## src/rtl/mem_port_arbiter_pkg.sv

```systemverilog
// Shared types and constants for the data-memory port arbiter.
// Contents: FSM state enum, requester index constants, read-latency legality check.
package mem_arb_pkg;

  typedef enum logic [1:0] {
    IDLE   = 2'd0,
    ACCESS = 2'd1,
    RESP   = 2'd2
  } arb_state_t;

  localparam logic REQ_CORE = 1'b0;
  localparam logic REQ_HOST = 1'b1;

  localparam int unsigned RD_LAT_MIN = 1;
  localparam int unsigned RD_LAT_MAX = 4;
  // Wide enough to count 0..RD_LAT_MAX-1.
  localparam int unsigned CNT_W      = 2;

  // Returns 1 when the memory read latency is outside the supported range.
  function automatic logic rd_lat_bad(input int unsigned lat);
    return (lat < RD_LAT_MIN) || (lat > RD_LAT_MAX);
  endfunction

endpackage

```

## src/rtl/mem_port_arbiter_if.sv

```systemverilog
// Bus bundle between the arbiter, its two requesters and the data memory.
// Requester n (n=0 core, n=1 host): rn_req/we/pair/addr/wdata in, rn_gnt/rvalid/rdata/done out.
// Memory side: mem_wr_en/raddr/waddr/wdata out, mem_rdata in. busy: arbiter not idle.
// slave modport = arbiter view, master modport = requesters + memory view.
interface mem_port_arbiter_if #(
  parameter int unsigned AW = 8,
  parameter int unsigned DW = 8
);
  logic          r0_req;
  logic          r0_we;
  logic          r0_pair;
  logic [AW-1:0] r0_addr;
  logic [DW-1:0] r0_wdata;
  logic          r0_gnt;
  logic          r0_rvalid;
  logic [DW-1:0] r0_rdata;
  logic          r0_done;

  logic          r1_req;
  logic          r1_we;
  logic          r1_pair;
  logic [AW-1:0] r1_addr;
  logic [DW-1:0] r1_wdata;
  logic          r1_gnt;
  logic          r1_rvalid;
  logic [DW-1:0] r1_rdata;
  logic          r1_done;

  logic          mem_wr_en;
  logic [AW-1:0] mem_raddr;
  logic [AW-1:0] mem_waddr;
  logic [DW-1:0] mem_wdata;
  logic [DW-1:0] mem_rdata;
  logic          busy;

  modport slave (
    input  r0_req, r0_we, r0_pair, r0_addr, r0_wdata,
    output r0_gnt, r0_rvalid, r0_rdata, r0_done,
    input  r1_req, r1_we, r1_pair, r1_addr, r1_wdata,
    output r1_gnt, r1_rvalid, r1_rdata, r1_done,
    output mem_wr_en, mem_raddr, mem_waddr, mem_wdata,
    input  mem_rdata,
    output busy
  );

  modport master (
    output r0_req, r0_we, r0_pair, r0_addr, r0_wdata,
    input  r0_gnt, r0_rvalid, r0_rdata, r0_done,
    output r1_req, r1_we, r1_pair, r1_addr, r1_wdata,
    input  r1_gnt, r1_rvalid, r1_rdata, r1_done,
    input  mem_wr_en, mem_raddr, mem_waddr, mem_wdata,
    output mem_rdata,
    input  busy
  );
endinterface

```

## src/rtl/mem_port_arbiter_rr_pick2.sv

```systemverilog
// Combinational two-way round-robin picker.
// Ports: i_req[1:0] pending requests, i_last_gnt index granted last,
//        o_gnt_valid_c any request pending, o_gnt_idx_c index to grant.
module rr_pick2
  import mem_arb_pkg::*;
(
  input  logic [1:0] i_req,
  input  logic       i_last_gnt,
  output logic       o_gnt_valid_c,
  output logic       o_gnt_idx_c
);

  // On a tie the requester that did not win last time goes next.
  always_comb begin
    o_gnt_valid_c = |i_req;
    o_gnt_idx_c   = REQ_CORE;
    case (i_req)
      2'b01:   o_gnt_idx_c = REQ_CORE;
      2'b10:   o_gnt_idx_c = REQ_HOST;
      2'b11:   o_gnt_idx_c = ~i_last_gnt;
      default: o_gnt_idx_c = REQ_CORE;
    endcase
  end

endmodule

```

## src/rtl/mem_port_arbiter.sv

```systemverilog
// Shares the single-port data memory between the core (r0) and the host (r1).
// Each grant runs one write, one read, or a paired read of addr and addr+1.
// Ports: clk; start = sync active-high reset / abort; bus = requester + memory bundle.
// rX_gnt is combinational in IDLE; every other output is registered.
module mem_port_arbiter
  import mem_arb_pkg::*;
#(
  parameter int unsigned AW     = 8,
  parameter int unsigned DW     = 8,
  parameter int unsigned RD_LAT = 1
) (
  input  logic                clk,
  input  logic                start,
  mem_port_arbiter_if.slave   bus
);

  if (rd_lat_bad(RD_LAT)) begin : g_bad_rd_lat
    $error("mem_port_arbiter: RD_LAT must be in 1..4");
  end

  arb_state_t       r_state;
  logic             r_idx;
  logic             r_we;
  logic             r_pair_pend;
  logic [AW-1:0]    r_addr;
  logic [CNT_W-1:0] r_cnt;
  logic             r_last_gnt;
  logic             r_busy;
  logic             r_mem_wr_en;
  logic [AW-1:0]    r_mem_raddr;
  logic [AW-1:0]    r_mem_waddr;
  logic [DW-1:0]    r_mem_wdata;
  logic             r_r0_rvalid;
  logic             r_r1_rvalid;
  logic             r_r0_done;
  logic             r_r1_done;
  logic [DW-1:0]    r_r0_rdata;
  logic [DW-1:0]    r_r1_rdata;

  logic             w_gnt_valid;
  logic             w_gnt_idx;
  logic             w_grant;
  logic             w_sel_we;
  logic             w_sel_pair;
  logic [AW-1:0]    w_sel_addr;
  logic [DW-1:0]    w_sel_wdata;
  logic             w_last_beat;

  rr_pick2 u_pick (
    .i_req         ({bus.r1_req, bus.r0_req}),
    .i_last_gnt    (r_last_gnt),
    .o_gnt_valid_c (w_gnt_valid),
    .o_gnt_idx_c   (w_gnt_idx)
  );

  // Grants only from IDLE and never while reset is held.
  assign w_grant     = (r_state == IDLE) && !start && w_gnt_valid;
  assign bus.r0_gnt  = w_grant && (w_gnt_idx == REQ_CORE);
  assign bus.r1_gnt  = w_grant && (w_gnt_idx == REQ_HOST);

  // Fields of the requester being granted.
  assign w_sel_we    = (w_gnt_idx == REQ_HOST) ? bus.r1_we    : bus.r0_we;
  assign w_sel_pair  = (w_gnt_idx == REQ_HOST) ? bus.r1_pair  : bus.r0_pair;
  assign w_sel_addr  = (w_gnt_idx == REQ_HOST) ? bus.r1_addr  : bus.r0_addr;
  assign w_sel_wdata = (w_gnt_idx == REQ_HOST) ? bus.r1_wdata : bus.r0_wdata;

  // Last cycle of the read window: memory data is valid now.
  assign w_last_beat = (r_cnt == CNT_W'(RD_LAT - 1));

  // Sequencer: IDLE -> ACCESS -> RESP (-> ACCESS again for the second pair byte).
  always_ff @(posedge clk) begin
    if (start) begin
      r_state     <= IDLE;
      r_idx       <= REQ_CORE;
      r_we        <= 1'b0;
      r_pair_pend <= 1'b0;
      r_addr      <= '0;
      r_cnt       <= '0;
      r_last_gnt  <= REQ_HOST;
      r_busy      <= 1'b0;
      r_mem_wr_en <= 1'b0;
      r_mem_raddr <= '0;
      r_mem_waddr <= '0;
      r_mem_wdata <= '0;
      r_r0_rvalid <= 1'b0;
      r_r1_rvalid <= 1'b0;
      r_r0_done   <= 1'b0;
      r_r1_done   <= 1'b0;
      r_r0_rdata  <= '0;
      r_r1_rdata  <= '0;
    end else begin
      r_r0_rvalid <= 1'b0;
      r_r1_rvalid <= 1'b0;
      r_r0_done   <= 1'b0;
      r_r1_done   <= 1'b0;
      r_mem_wr_en <= 1'b0;
      case (r_state)
        IDLE: begin
          if (w_grant) begin
            r_idx       <= w_gnt_idx;
            r_we        <= w_sel_we;
            r_pair_pend <= w_sel_pair && !w_sel_we;
            r_addr      <= w_sel_addr;
            r_cnt       <= '0;
            r_last_gnt  <= w_gnt_idx;
            r_busy      <= 1'b1;
            r_state     <= ACCESS;
            if (w_sel_we) begin
              r_mem_wr_en <= 1'b1;
              r_mem_waddr <= w_sel_addr;
              r_mem_wdata <= w_sel_wdata;
            end else begin
              r_mem_raddr <= w_sel_addr;
            end
          end
        end
        ACCESS: begin
          if (r_we) begin
            r_state <= RESP;
            if (r_idx == REQ_HOST) r_r1_done <= 1'b1;
            else                   r_r0_done <= 1'b1;
          end else if (w_last_beat) begin
            r_state <= RESP;
            if (r_idx == REQ_HOST) begin
              r_r1_rdata  <= bus.mem_rdata;
              r_r1_rvalid <= 1'b1;
              r_r1_done   <= !r_pair_pend;
            end else begin
              r_r0_rdata  <= bus.mem_rdata;
              r_r0_rvalid <= 1'b1;
              r_r0_done   <= !r_pair_pend;
            end
          end else begin
            r_cnt <= r_cnt + 1'b1;
          end
        end
        RESP: begin
          if (r_pair_pend) begin
            // Second byte of a pair; the address wraps at the top of memory.
            r_pair_pend <= 1'b0;
            r_addr      <= r_addr + 1'b1;
            r_mem_raddr <= r_addr + 1'b1;
            r_cnt       <= '0;
            r_state     <= ACCESS;
          end else begin
            r_busy  <= 1'b0;
            r_state <= IDLE;
          end
        end
        default: begin
          r_busy  <= 1'b0;
          r_state <= IDLE;
        end
      endcase
    end
  end

  assign bus.r0_rvalid = r_r0_rvalid;
  assign bus.r0_rdata  = r_r0_rdata;
  assign bus.r0_done   = r_r0_done;
  assign bus.r1_rvalid = r_r1_rvalid;
  assign bus.r1_rdata  = r_r1_rdata;
  assign bus.r1_done   = r_r1_done;
  assign bus.mem_wr_en = r_mem_wr_en;
  assign bus.mem_raddr = r_mem_raddr;
  assign bus.mem_waddr = r_mem_waddr;
  assign bus.mem_wdata = r_mem_wdata;
  assign bus.busy      = r_busy;

endmodule

```

## src/flat_wrapper.sv

```systemverilog
// flat-port wrapper written by rule: the top's interface ports become plain ports
module mem_port_arbiter_flat import mem_arb_pkg::*;
#(
  parameter int unsigned AW     = 8,
  parameter int unsigned DW     = 8,
  parameter int unsigned RD_LAT = 1
)
  (clk, start, bus_r0_req, bus_r0_we, bus_r0_pair, bus_r0_addr, bus_r0_wdata, bus_r0_gnt, bus_r0_rvalid, bus_r0_rdata, bus_r0_done, bus_r1_req, bus_r1_we, bus_r1_pair, bus_r1_addr, bus_r1_wdata, bus_r1_gnt, bus_r1_rvalid, bus_r1_rdata, bus_r1_done, bus_mem_wr_en, bus_mem_raddr, bus_mem_waddr, bus_mem_wdata, bus_mem_rdata, bus_busy);
  mem_port_arbiter_if #(.AW(AW), .DW(DW)) bus_i ();
  input  logic clk;
  input  logic start;
  input wire logic [$bits(bus_i.r0_req)-1:0] bus_r0_req;
  input wire logic [$bits(bus_i.r0_we)-1:0] bus_r0_we;
  input wire logic [$bits(bus_i.r0_pair)-1:0] bus_r0_pair;
  input wire logic [$bits(bus_i.r0_addr)-1:0] bus_r0_addr;
  input wire logic [$bits(bus_i.r0_wdata)-1:0] bus_r0_wdata;
  output wire logic [$bits(bus_i.r0_gnt)-1:0] bus_r0_gnt;
  output wire logic [$bits(bus_i.r0_rvalid)-1:0] bus_r0_rvalid;
  output wire logic [$bits(bus_i.r0_rdata)-1:0] bus_r0_rdata;
  output wire logic [$bits(bus_i.r0_done)-1:0] bus_r0_done;
  input wire logic [$bits(bus_i.r1_req)-1:0] bus_r1_req;
  input wire logic [$bits(bus_i.r1_we)-1:0] bus_r1_we;
  input wire logic [$bits(bus_i.r1_pair)-1:0] bus_r1_pair;
  input wire logic [$bits(bus_i.r1_addr)-1:0] bus_r1_addr;
  input wire logic [$bits(bus_i.r1_wdata)-1:0] bus_r1_wdata;
  output wire logic [$bits(bus_i.r1_gnt)-1:0] bus_r1_gnt;
  output wire logic [$bits(bus_i.r1_rvalid)-1:0] bus_r1_rvalid;
  output wire logic [$bits(bus_i.r1_rdata)-1:0] bus_r1_rdata;
  output wire logic [$bits(bus_i.r1_done)-1:0] bus_r1_done;
  output wire logic [$bits(bus_i.mem_wr_en)-1:0] bus_mem_wr_en;
  output wire logic [$bits(bus_i.mem_raddr)-1:0] bus_mem_raddr;
  output wire logic [$bits(bus_i.mem_waddr)-1:0] bus_mem_waddr;
  output wire logic [$bits(bus_i.mem_wdata)-1:0] bus_mem_wdata;
  input wire logic [$bits(bus_i.mem_rdata)-1:0] bus_mem_rdata;
  output wire logic [$bits(bus_i.busy)-1:0] bus_busy;
  assign bus_i.r0_req = bus_r0_req;
  assign bus_i.r0_we = bus_r0_we;
  assign bus_i.r0_pair = bus_r0_pair;
  assign bus_i.r0_addr = bus_r0_addr;
  assign bus_i.r0_wdata = bus_r0_wdata;
  assign bus_r0_gnt = bus_i.r0_gnt;
  assign bus_r0_rvalid = bus_i.r0_rvalid;
  assign bus_r0_rdata = bus_i.r0_rdata;
  assign bus_r0_done = bus_i.r0_done;
  assign bus_i.r1_req = bus_r1_req;
  assign bus_i.r1_we = bus_r1_we;
  assign bus_i.r1_pair = bus_r1_pair;
  assign bus_i.r1_addr = bus_r1_addr;
  assign bus_i.r1_wdata = bus_r1_wdata;
  assign bus_r1_gnt = bus_i.r1_gnt;
  assign bus_r1_rvalid = bus_i.r1_rvalid;
  assign bus_r1_rdata = bus_i.r1_rdata;
  assign bus_r1_done = bus_i.r1_done;
  assign bus_mem_wr_en = bus_i.mem_wr_en;
  assign bus_mem_raddr = bus_i.mem_raddr;
  assign bus_mem_waddr = bus_i.mem_waddr;
  assign bus_mem_wdata = bus_i.mem_wdata;
  assign bus_i.mem_rdata = bus_mem_rdata;
  assign bus_busy = bus_i.busy;
  mem_port_arbiter #(.AW(AW), .DW(DW), .RD_LAT(RD_LAT)) u_core (.clk(clk), .start(start), .bus(bus_i));
endmodule
```

## config.mk

```make
export PLATFORM = sky130hd
export DESIGN_NAME = mem_port_arbiter_flat
export DESIGN_NICKNAME = d
export VERILOG_FILES = /design/src/rtl/mem_port_arbiter_pkg.sv /design/src/rtl/mem_port_arbiter_if.sv /design/src/rtl/mem_port_arbiter_rr_pick2.sv /design/src/rtl/mem_port_arbiter.sv /design/src/flat_wrapper.sv
export SDC_FILE = /design/constraint.sdc
export NUM_CORES = 1
export LEC_CHECK = 0
export ABC_AREA = 0
export BUFFER_PORTS_ARGS = -buffer_cell sky130_fd_sc_hd__buf_2
export CORE_MARGIN = 4
export CORE_UTILIZATION = 30
export DETAILED_ROUTE_END_ITERATION = 10
export PLACE_DENSITY = 0.59
export SLEW_MARGIN = 20
export SYNTH_ARGS = -nofsm -noshare
export SYNTH_HDL_FRONTEND = slang
export SYNTH_SLANG_ARGS = --single-unit
```

## constraint.sdc

```tcl
create_clock -name clk -period 5.6 [get_ports clk]
set_input_delay 0.56 -clock clk [delete_from_list [all_inputs] [get_ports clk]]
set_output_delay 0.56 -clock clk [all_outputs]
set_load 0.005 [all_outputs]
```

# --- Word level (Yosys, flattened, before mapping) ---
# Cells that the tools add are included.
# W data, S select, Z words.
op_classes:
  bitwise: 8
  mux: 35
  reduce_logical: 26
  eq_ne: 11
  n_addsub: 2
ops:
  columns: ["op", "count"]
  rows:
  - ["$mux W8", 6]
  - ["$pmux W8 S2", 2]
  - ["$mux W1", 15]
  - ["$mux W2", 7]
  - ["$pmux W2 S3", 2]
  - ["$reduce_and A4 Y1", 3]
  - ["$reduce_and A3 Y1", 3]
  - ["$add A8 B1 Y8 const B", 1]
  - ["$ne A2 B2 Y1 const B", 4]
  - ["$not A1 Y1", 8]
  - ["$eq A2 B2 Y1 const B", 3]
  - ["$reduce_and A2 Y1", 3]
  - ["$logic_and A1 B1 Y1", 5]
  - ["$reduce_and A5 Y1", 1]
  - ["$logic_not A2 Y1", 2]
  - ["$ne A2 B1 Y1 const B", 2]
  - ["$pmux W1 S2", 2]
  - ["$reduce_or A2 Y1", 2]
  - ["$reduce_or A4 Y1", 1]
  - ["$logic_not A1 Y1", 3]
  - ["$ne A3 B1 Y1 const B", 1]
  - ["$pmux W1 S3", 1]
  - ["$reduce_bool A3 Y1", 1]
  - ["$reduce_or A3 Y1", 1]
  - ["3 further kinds", 3]
word_totals:
  output_inout_bits: 48
  inputBits: 48
  elab_cells: 100
  register_bits: 62

# --- Logic depth before layout (Yosys ltp) ---
# Gate-level depths: netlist (run 1).
logic_depth:
  depth_word: 7
  depth_mapped: 8
  mapped_depth_nobuf: 6

# --- By module ---
# From an unflattened synthesis (run 1), not the netlist that was laid out.
unflattened:
  hier_cells: 291
  area_unflattened_um2: 2806.4
modules_own_cells:
  columns: ["module", "area_each_um2", "seq_area_each_um2", "cells_each", "instances"]
  rows:
  - ["mem_port_arbiter", 2792.7, 1241.2, 289, 1]
  - ["rr_pick2", 13.8, 0.0, 2, 1]

# --- Worst setup path before layout (run 1) ---
# No wires, ideal clock.
synth_path:
  path_kind: "in2reg"
  startpoint: "input port bus_r1_req"
  endpoint: "register u_core.r_mem_raddr[0] (netlist: u_core.bus.mem_raddr[0])"
  n_path_buf: 1
  setup_ps: 128
  required_time_ps: 5472
  path_stages: 6
  slack_ps: 3489
  arrival_ps: 1984
  cell_sequence: "a21boi_1 -> buf_6 -> mux2_4 -> a221oi_4 -> mux2i_1 -> nor2_1"
synth_between:
  elab_chain_cells: 6
  word_cells_on_any_way: 13
  classes_between: "eq/ne: 4; mux: 6; reduce/logical: 3"
synth_lines:
  columns: ["element", "line", "rtl"]
  rows:
  - ["start: declaration", "flat_wrapper.sv:21", "input wire logic [$bits(bus_i.r1_req)-1:0] bus_r1_req;"]
  - ["$eq A2 B2 Y1", "mem_port_arbiter_rr_pick2.sv:17", "case (i_req)"]
  - ["$pmux W1 S2", "mem_port_arbiter_rr_pick2.sv:17", null]
  - ["$mux W8", "mem_port_arbiter.sv:64", "assign w_sel_addr = (w_gnt_idx == REQ_HOST) ? bus.r1_addr : bus.r0_addr;"]
  - ["$mux W8", "mem_port_arbiter.sv:108", "if (w_sel_we) begin"]
  - ["$mux W8", "mem_port_arbiter.sv:99", "if (w_grant) begin"]
  - ["$pmux W8 S2", "mem_port_arbiter.sv:97", "case (r_state)"]
  - ["end signal: assignment", "mem_port_arbiter.sv:113", "r_mem_raddr <= w_sel_addr;"]
  - ["end signal: assignment", "mem_port_arbiter.sv:142", "r_mem_raddr <= r_addr + 1'b1;"]
  - ["end: declaration", "mem_port_arbiter.sv:30", "logic [AW-1:0] r_mem_raddr;"]
# Parallel ways exist; a longest one is shown, timed or not. The select of a mux whose other input is x is not followed.
# A chain may end at the register's enable or synchronous reset.

# --- Worst setup path after layout (run 1) ---
layout_path:
  startpoint: "input port start"
  endpoint: "output port bus_r1_gnt"
layout_between:
  elab_chain_cells: 4
layout_lines:
  columns: ["element", "line", "rtl"]
  rows:
  - ["start: declaration", "flat_wrapper.sv:11", "input logic start;"]
  - ["$logic_not A1 Y1", "mem_port_arbiter.sv:57", "assign w_grant = (r_state == IDLE) && !start && w_gnt_valid;"]
  - ["$logic_and A1 B1 Y1 (2 in a row)", "mem_port_arbiter.sv:57", null]
  - ["$logic_and A1 B1 Y1", "mem_port_arbiter.sv:59", "assign bus.r1_gnt = w_grant && (w_gnt_idx == REQ_HOST);"]
  - ["end: declaration", "flat_wrapper.sv:26", "output wire logic [$bits(bus_i.r1_gnt)-1:0] bus_r1_gnt;"]
# No other way between the ends.

==> flow_summary.toml, run 1 <==
[run_status]
outcome = "finished, final reports clean"

[routing]
routed-via-count = 2346
routedWlPerCell_um = 13.66
drtIter0Drc = 66
drcViolationCount = 0
wl_um = 6720
dr.pass1.iters = 4
detail-route-antenna-nets = 0
via_per_inst = 4.768

[hold_path]
holdPathStages = 3
hp-class = "primary input to flop"

[floorplanning]
start_util = 0.3141
dieWidth_um = 101.5
core_sq_mm = 0.008341
dieArea_sq_mm = 0.01029
pin_count = 96
num_rows = 33
die_h_um = 101.5

[pwr]
powerDensity_mw_per_mm2 = 306.6
ir_worst_vdd_v = 0.0001586
leakagePower_nw = 1.606

[timing]
tightest_slew_ns = 0.8763
tns_ns = 0
period_needed_ns = 3.079
slew_violations = 0
min_period_over_period = 0.5497
skew_ns = 0.009899
setup_viol = 0
fmax_mhz = 324.8
fin_ws_ns = 2.521
max_slew_margin = 0.4158
rsz0062_at_grt = "false"
hold_violations = 0

[clock_tree]
clkSinkCount = 62
root_buffer = "clkbuf_8"
cts_buffers = 9
clkLatencyLatePin_ns = 0.34
cts_tree = "built"
h-tree-depth = 3
path_clk_slew_ns = 0.08
cts_hold_buffers = 0
ctsLongestPathBuffers = 2
ctsResizeCount = 0
postCtsSetupRepairBufs = 0

[global_route]
antenna_found_initial = 0
grt-busiest-layer = "met2"
grt_pass1_wl_um = 10770
grt_overflow = 0
gr-usage-met3 = 0.07094
met2_usage = 0.1927
grtUsageTotal = 0.1320
grt_pass1_vias = 2298
grtUsageMet1 = 0.1686
grt_max_degree = 48

[setup_path]
critical_path_arrival_ns = 2.52
r2r_cells = 6
cp-start-kind = "primary input"
reg2reg_to = "u_core.bus.mem_raddr[1]"
startpoint = "start"
r2r_start = "u_core.r_last_gnt"
required_ns = 5.04
path_class = "primary input to output port"
crit_path_end_kind = "output port"
reg2reg_slack_ns = 3.45
cp-endpoint = "bus_r1_gnt"
cp_max_fo = 47

[logic_synthesis]
synthMuxAreaShare = 0.1433
ys.warnings.count = 0
synthAdderAreaFrac = 0.009551
synth_edf_count = 0
synth_top_area_cell = "dfxtp_1"
synthArstFlopShare = 0
syn_inst = 290
synth_nets = 340
ys.flop_type = "dfxtp_1"
syn_avg_cell_area_sq_um = 9.035
synth.top_cells.by_area = "dfxtp_1 (47%), mux2i_1 (14%), nor2_1 (6.6%)"
yosysTopAreaCellShare = 0.4737
ys_seq_elements = 62
synth_top_family_by_area = "simple AND/OR/NAND/NOR gates"
synth_compound_area_frac = 0.1251
synth_cell_types = 39
synthXorXnorAreaFrac = 0.02006
ys_seq_area_frac = 0.4737
mappedNetlistArea_sq_mm = 0.002620
synth-simple-area-share = 0.1872

[job]
max_cap_viol_count = 0

[placed_design]
post-place-ws_ns = 2.525
gp_congestion = 0.8280
io_buffers = 95
place_hpwl_um = 4923

[cells_and_area]
layout-drive-gt1-share = 0.3152
syn_to_final_growth_pct = 29.13
antenna_cells = 0
num-nets-final = 432
==> state kept, by name, indices dropped and copies added (netlist names) <==
register / count
u_core.bus.mem_waddr: 8
u_core.r_idx: 1
u_core.bus.r1_rdata: 8
u_core.bus.mem_raddr: 8
u_core.r_state: 2
u_core.r_addr: 8
u_core.bus.r1_rvalid: 1
u_core.r_cnt: 2
u_core.bus.mem_wdata: 8
u_core.r_pair_pend: 1
u_core.bus.r0_rvalid: 1
u_core.bus.r1_done: 1
u_core.bus.r0_rdata: 8
u_core.r_last_gnt: 1
u_core.r_we: 1
u_core.bus.r0_done: 1
u_core.bus.mem_wr_en: 1
u_core.bus.busy: 1
==> synth_stat cells (2+ instances only) <==
cell type	count
xnor2_1	4
nor2_1	46
nand2_1	36
dfxtp_1	62
and3_1	2
buf_2	2
o21ai_0	14
buf_6	2
o22ai_1	6
xor2_1	2
nor3b_1	2
nand3_1	12
a21o_1	2
nand2_2	2
inv_1	6
a21oi_1	7
ha_1	2
mux2i_1	36
or3_1	2
a311oi_1	9
o211ai_1	2
nand2b_1	4
clkbuf_1	12
==> stage by stage <==
stage	area, sq um	util	hold WS, ns	total power [mW]	std cells
after floorplan	2620	-	0.4257	0.5814	290
after global placement	3174	0.3806	0.4478	0.6386	476
after detailed placement	3174	0.3806	0.4618	0.6401	476
after CTS	3383	0.4056	0.4515	1.053	492
after global routing	3383	0.4056	0.4600	1.093	492
final	3383	0.4056	0.4638	1.037	492
==> layout by cell type, fill, tap and decap left out, drive strengths merged, types with 2 or more instances in the layout <==
master / Yosys / routed
clkbuf: 12 / 11
nor2: 46 / 46
xor2: 2 / 2
a21oi: 8 / 8
a311oi: 9 / 9
ha: 2 / 2
o21ai: 14 / 14
mux2i: 36 / 36
a21o: 2 / 2
and3: 2 / 2
buf: 4 / 97
xnor2: 4 / 4
or3: 2 / 2
o211ai: 2 / 2
nand2b: 4 / 4
nand3: 12 / 12
clkinvlp: 0 / 3
clkinv: 1 / 2
nand2: 38 / 38
inv: 7 / 7
o22ai: 6 / 6
nor3b: 2 / 2
dfxtp: 62 / 62
==> critical path, stage by stage <==
cell and delay [ns]:
buf_2 0.65, clkinv_1 0.73, o211ai_1 0.36, nor2_1 0.07, buf_2 0.14
==> power breakdown <==
part | switching, mW | internal [mW] | leakage [nW]
Sequential | 0.0194 | 0.469 | 0.506
Combinational | 0.0763 | 0.0646 | 1.00
Clock | 0.179 | 0.229 | 0.0976
==> cell type report <==
cell class | count | area [sq um]
tap | 105 | 131.4
sequential | 62 | 1241
fill | 865 | 4957
multi-input combinational | 204 | 1281
inverter | 8 | 30.03
clock buffer | 11 | 151.4
timing repair buffer | 97 | 490.5
clock inverter | 5 | 57.56
==> worst min path at each step <==
stage / slack [ns] / to / start
floorplan: 0.43 / u_core.bus.r0_done / u_core.r_idx
global placement: 0.45 / u_core.bus.mem_waddr[1] / u_core.bus.mem_waddr[1]
detailed placement: 0.46 / u_core.bus.r0_done / u_core.r_idx
CTS: 0.45 / u_core.bus.r0_rdata[3] / bus_mem_rdata[3]
global route: 0.46 / u_core.bus.r1_rdata[3] / bus_mem_rdata[3]
finish: 0.46 / u_core.bus.r0_rdata[3] / bus_mem_rdata[3]
==> cell families (layout without fill, tap and decap cells) <==
family,after synthesis,after routing
and+or+nand+nor,112,112
DFF,62,62
AOI/OAI and AO/OA,47,47
muxes,37,37
buffers and inverters,24,121
xor gates and xnor gates,6,6
adders and majority gates,2,2
==> routing by layer <==
metal  vias to the layer above  share of wire
met4                         0         0.0097
met5                         -              0
li1                       1189              -
met2                        92           0.41
met1                      1058           0.46
met3                         7           0.12
(Power assumes the default switching activity.)
==> run 2, diff against run 1 <==
--- a/config.mk
+++ b/config.mk
@@ -10,7 +10,7 @@
 export CORE_MARGIN = 4
 export CORE_UTILIZATION = 30
 export DETAILED_ROUTE_END_ITERATION = 10
-export PLACE_DENSITY = 0.59
+export PLACE_DENSITY = 0.61
 export SLEW_MARGIN = 20
 export SYNTH_ARGS = -nofsm -noshare
 export SYNTH_HDL_FRONTEND = slang
==> constraint.sdc (replaced) <==
create_clock -name clk -period 2.8 [get_ports clk]
set_input_delay 0.28 -clock clk [delete_from_list [all_inputs] [get_ports clk]]
set_output_delay 0.28 -clock clk [all_outputs]
set_load 0.005 [all_outputs]
==> flow_summary.toml, run 2 (synthesis gave the netlist of run 1 again) <==
[timing]
rsz0062_at_grt = "false"
fin_ws_ns = 0.7254
skew_ns = 0.007918
min_period_over_period = 0.7409
hold_violations = 0
fmax_mhz = 482.0
fin_hold_ws_ns = 0.1823
slew_violations = 0
setup_viol = 0
tns_ns = 0
max_slew_margin = 0.5957
period_needed_ns = 2.075
tightest_slew_ns = 0.6009

[floorplanning]
dieWidth_um = 101.5
dieArea_sq_mm = 0.01029
core_sq_mm = 0.008341
die_h_um = 101.5
num_rows = 33
start_util = 0.3141
pin_count = 96

[routing]
via_per_inst = 4.719
wl_um = 6648
routedWlPerCell_um = 13.46
detail-route-antenna-nets = 0
drtIter0Drc = 67
drcViolationCount = 0
dr.pass1.iters = 4
routed-via-count = 2331

[cells_and_area]
antenna_cells = 0
stdcell_count = 494
num-nets-final = 434
final_cell_mix = "buf_2 (95), dfxtp_1 (62), nor2_1 (46), nand2_1 (36), mux2i_1 (36)"
syn_to_final_growth_pct = 28.65
regArea_sq_mm = 0.001241
multi_input_area_sq_mm = 0.001281
fillers = 872
final_common_cell = "buf_2"
layout-drive-gt1-share = 0.3136

[clock_tree]
ctsResizeCount = 0
clkSinkCount = 62
root_buffer = "clkbuf_8"
ctsLongestPathBuffers = 2
path_clk_slew_ns = 0.07
h-tree-depth = 3
clkLatencyLatePin_ns = 0.34
postCtsSetupRepairBufs = 0
cts_buffers = 9
cts_hold_buffers = 0
cts_tree = "built"

[setup_path]
path_buf_inv = 1
cp-start-kind = "flop"
path_cells = "nor4_1 -> nand2_2 -> inv_2 -> nor2_1 -> a311oi_1"
reg2reg_slack_ns = 0.73
cp_max_fo = 18
path_class = "flop to flop"
critPathSlowestCell = "nor4_1"
required_ns = 3.05
slowest_delay_ns = 0.59
critical_path_arrival_ns = 2.32
crit_family = "simple AND/OR/NAND/NOR gates"
crit_path_end_kind = "flop"

[pwr]
p_comb_frac = 0.140
ir_worst_vdd_v = 0.0002614
clkPwrFrac = 0.373
p_seq_frac = 0.487
swShare = 0.2659
p_sw_uw = 534.0
powerDensity_mw_per_mm2 = 595.7
finalPower_mw = 2.008
leakagePower_nw = 1.615
internal-power_mw = 1.474

[global_route]
grt_pass1_vias = 2294
grtUsageTotal = 0.1291
grt_overflow = 0
grt_pass1_wl_um = 10590
antenna_found_initial = 0
grt_max_degree = 33

[placed_design]
io_buffers = 95
gp_congestion = 0.7737
place_hpwl_um = 4930
placed_cells = 478
post-place-ws_ns = 0.6836

[hold_path]
hp-class = "primary input to flop"

[job]
max_cap_viol_count = 0

[run_status]
outcome = "finished, final reports clean"
==> run 2: worst min-delay path: cells and delay by family <==
family        cells  cell delay, ns
mux               1            0.05
simple gates      1            0.07
buf+inv           1            0.09
==> run 2: layout make-up <==
class	count	area share
flip-flops and latches	62	0.3682
clock buffers	11	0.03898
multi-input cells	204	0.3801
clock inverters	5	0.01485
inverters	8	0.008909
repair buffers	99	0.1500
well taps	105	0.03898
==> run 2: power groups by stage <==
| stage | clock [mW] | sequential, mW | combinational, mW |
|---|---|---|---|
| global placement | 0 | 0.996 | 0.281 |
| detailed placement | 0 | 0.997 | 0.285 |
| floorplan | 0 | 0.991 | 0.172 |
| finish | 0.748 | 0.978 | 0.282 |
| CTS | 0.772 | 0.978 | 0.286 |
| global route | 0.816 | 0.986 | 0.317 |
==> run 2: metrics by stage <==
stage / util / cell area [sq um]
6_report: 0.4041 / 3371
5_1_grt: 0.4041 / 3371
4_1_cts: 0.4041 / 3371
3_3_place_gp: 0.3824 / 3189
3_5_place_dp: 0.3824 / 3189
2_1_floorplan: - / 2620
==> run 2: worst paths after layout <==
check,start,endpoint,cells after the start
max,u_core.r_state[0],u_core.bus.mem_wdata[4],5
min,bus_mem_rdata[1],u_core.bus.r1_rdata[1],3
max reg2reg,u_core.r_state[0],u_core.bus.mem_wdata[4],5
min reg2reg,u_core.bus.mem_raddr[6],u_core.bus.mem_raddr[6],2
==> run 2: per-layer routing <==
layer,part of all wire,GRT usage
met3,0.12,0.06612
met4,0.0053,0.03067
met1,0.46,0.1628
met5,0,0
met2,0.41,0.1967
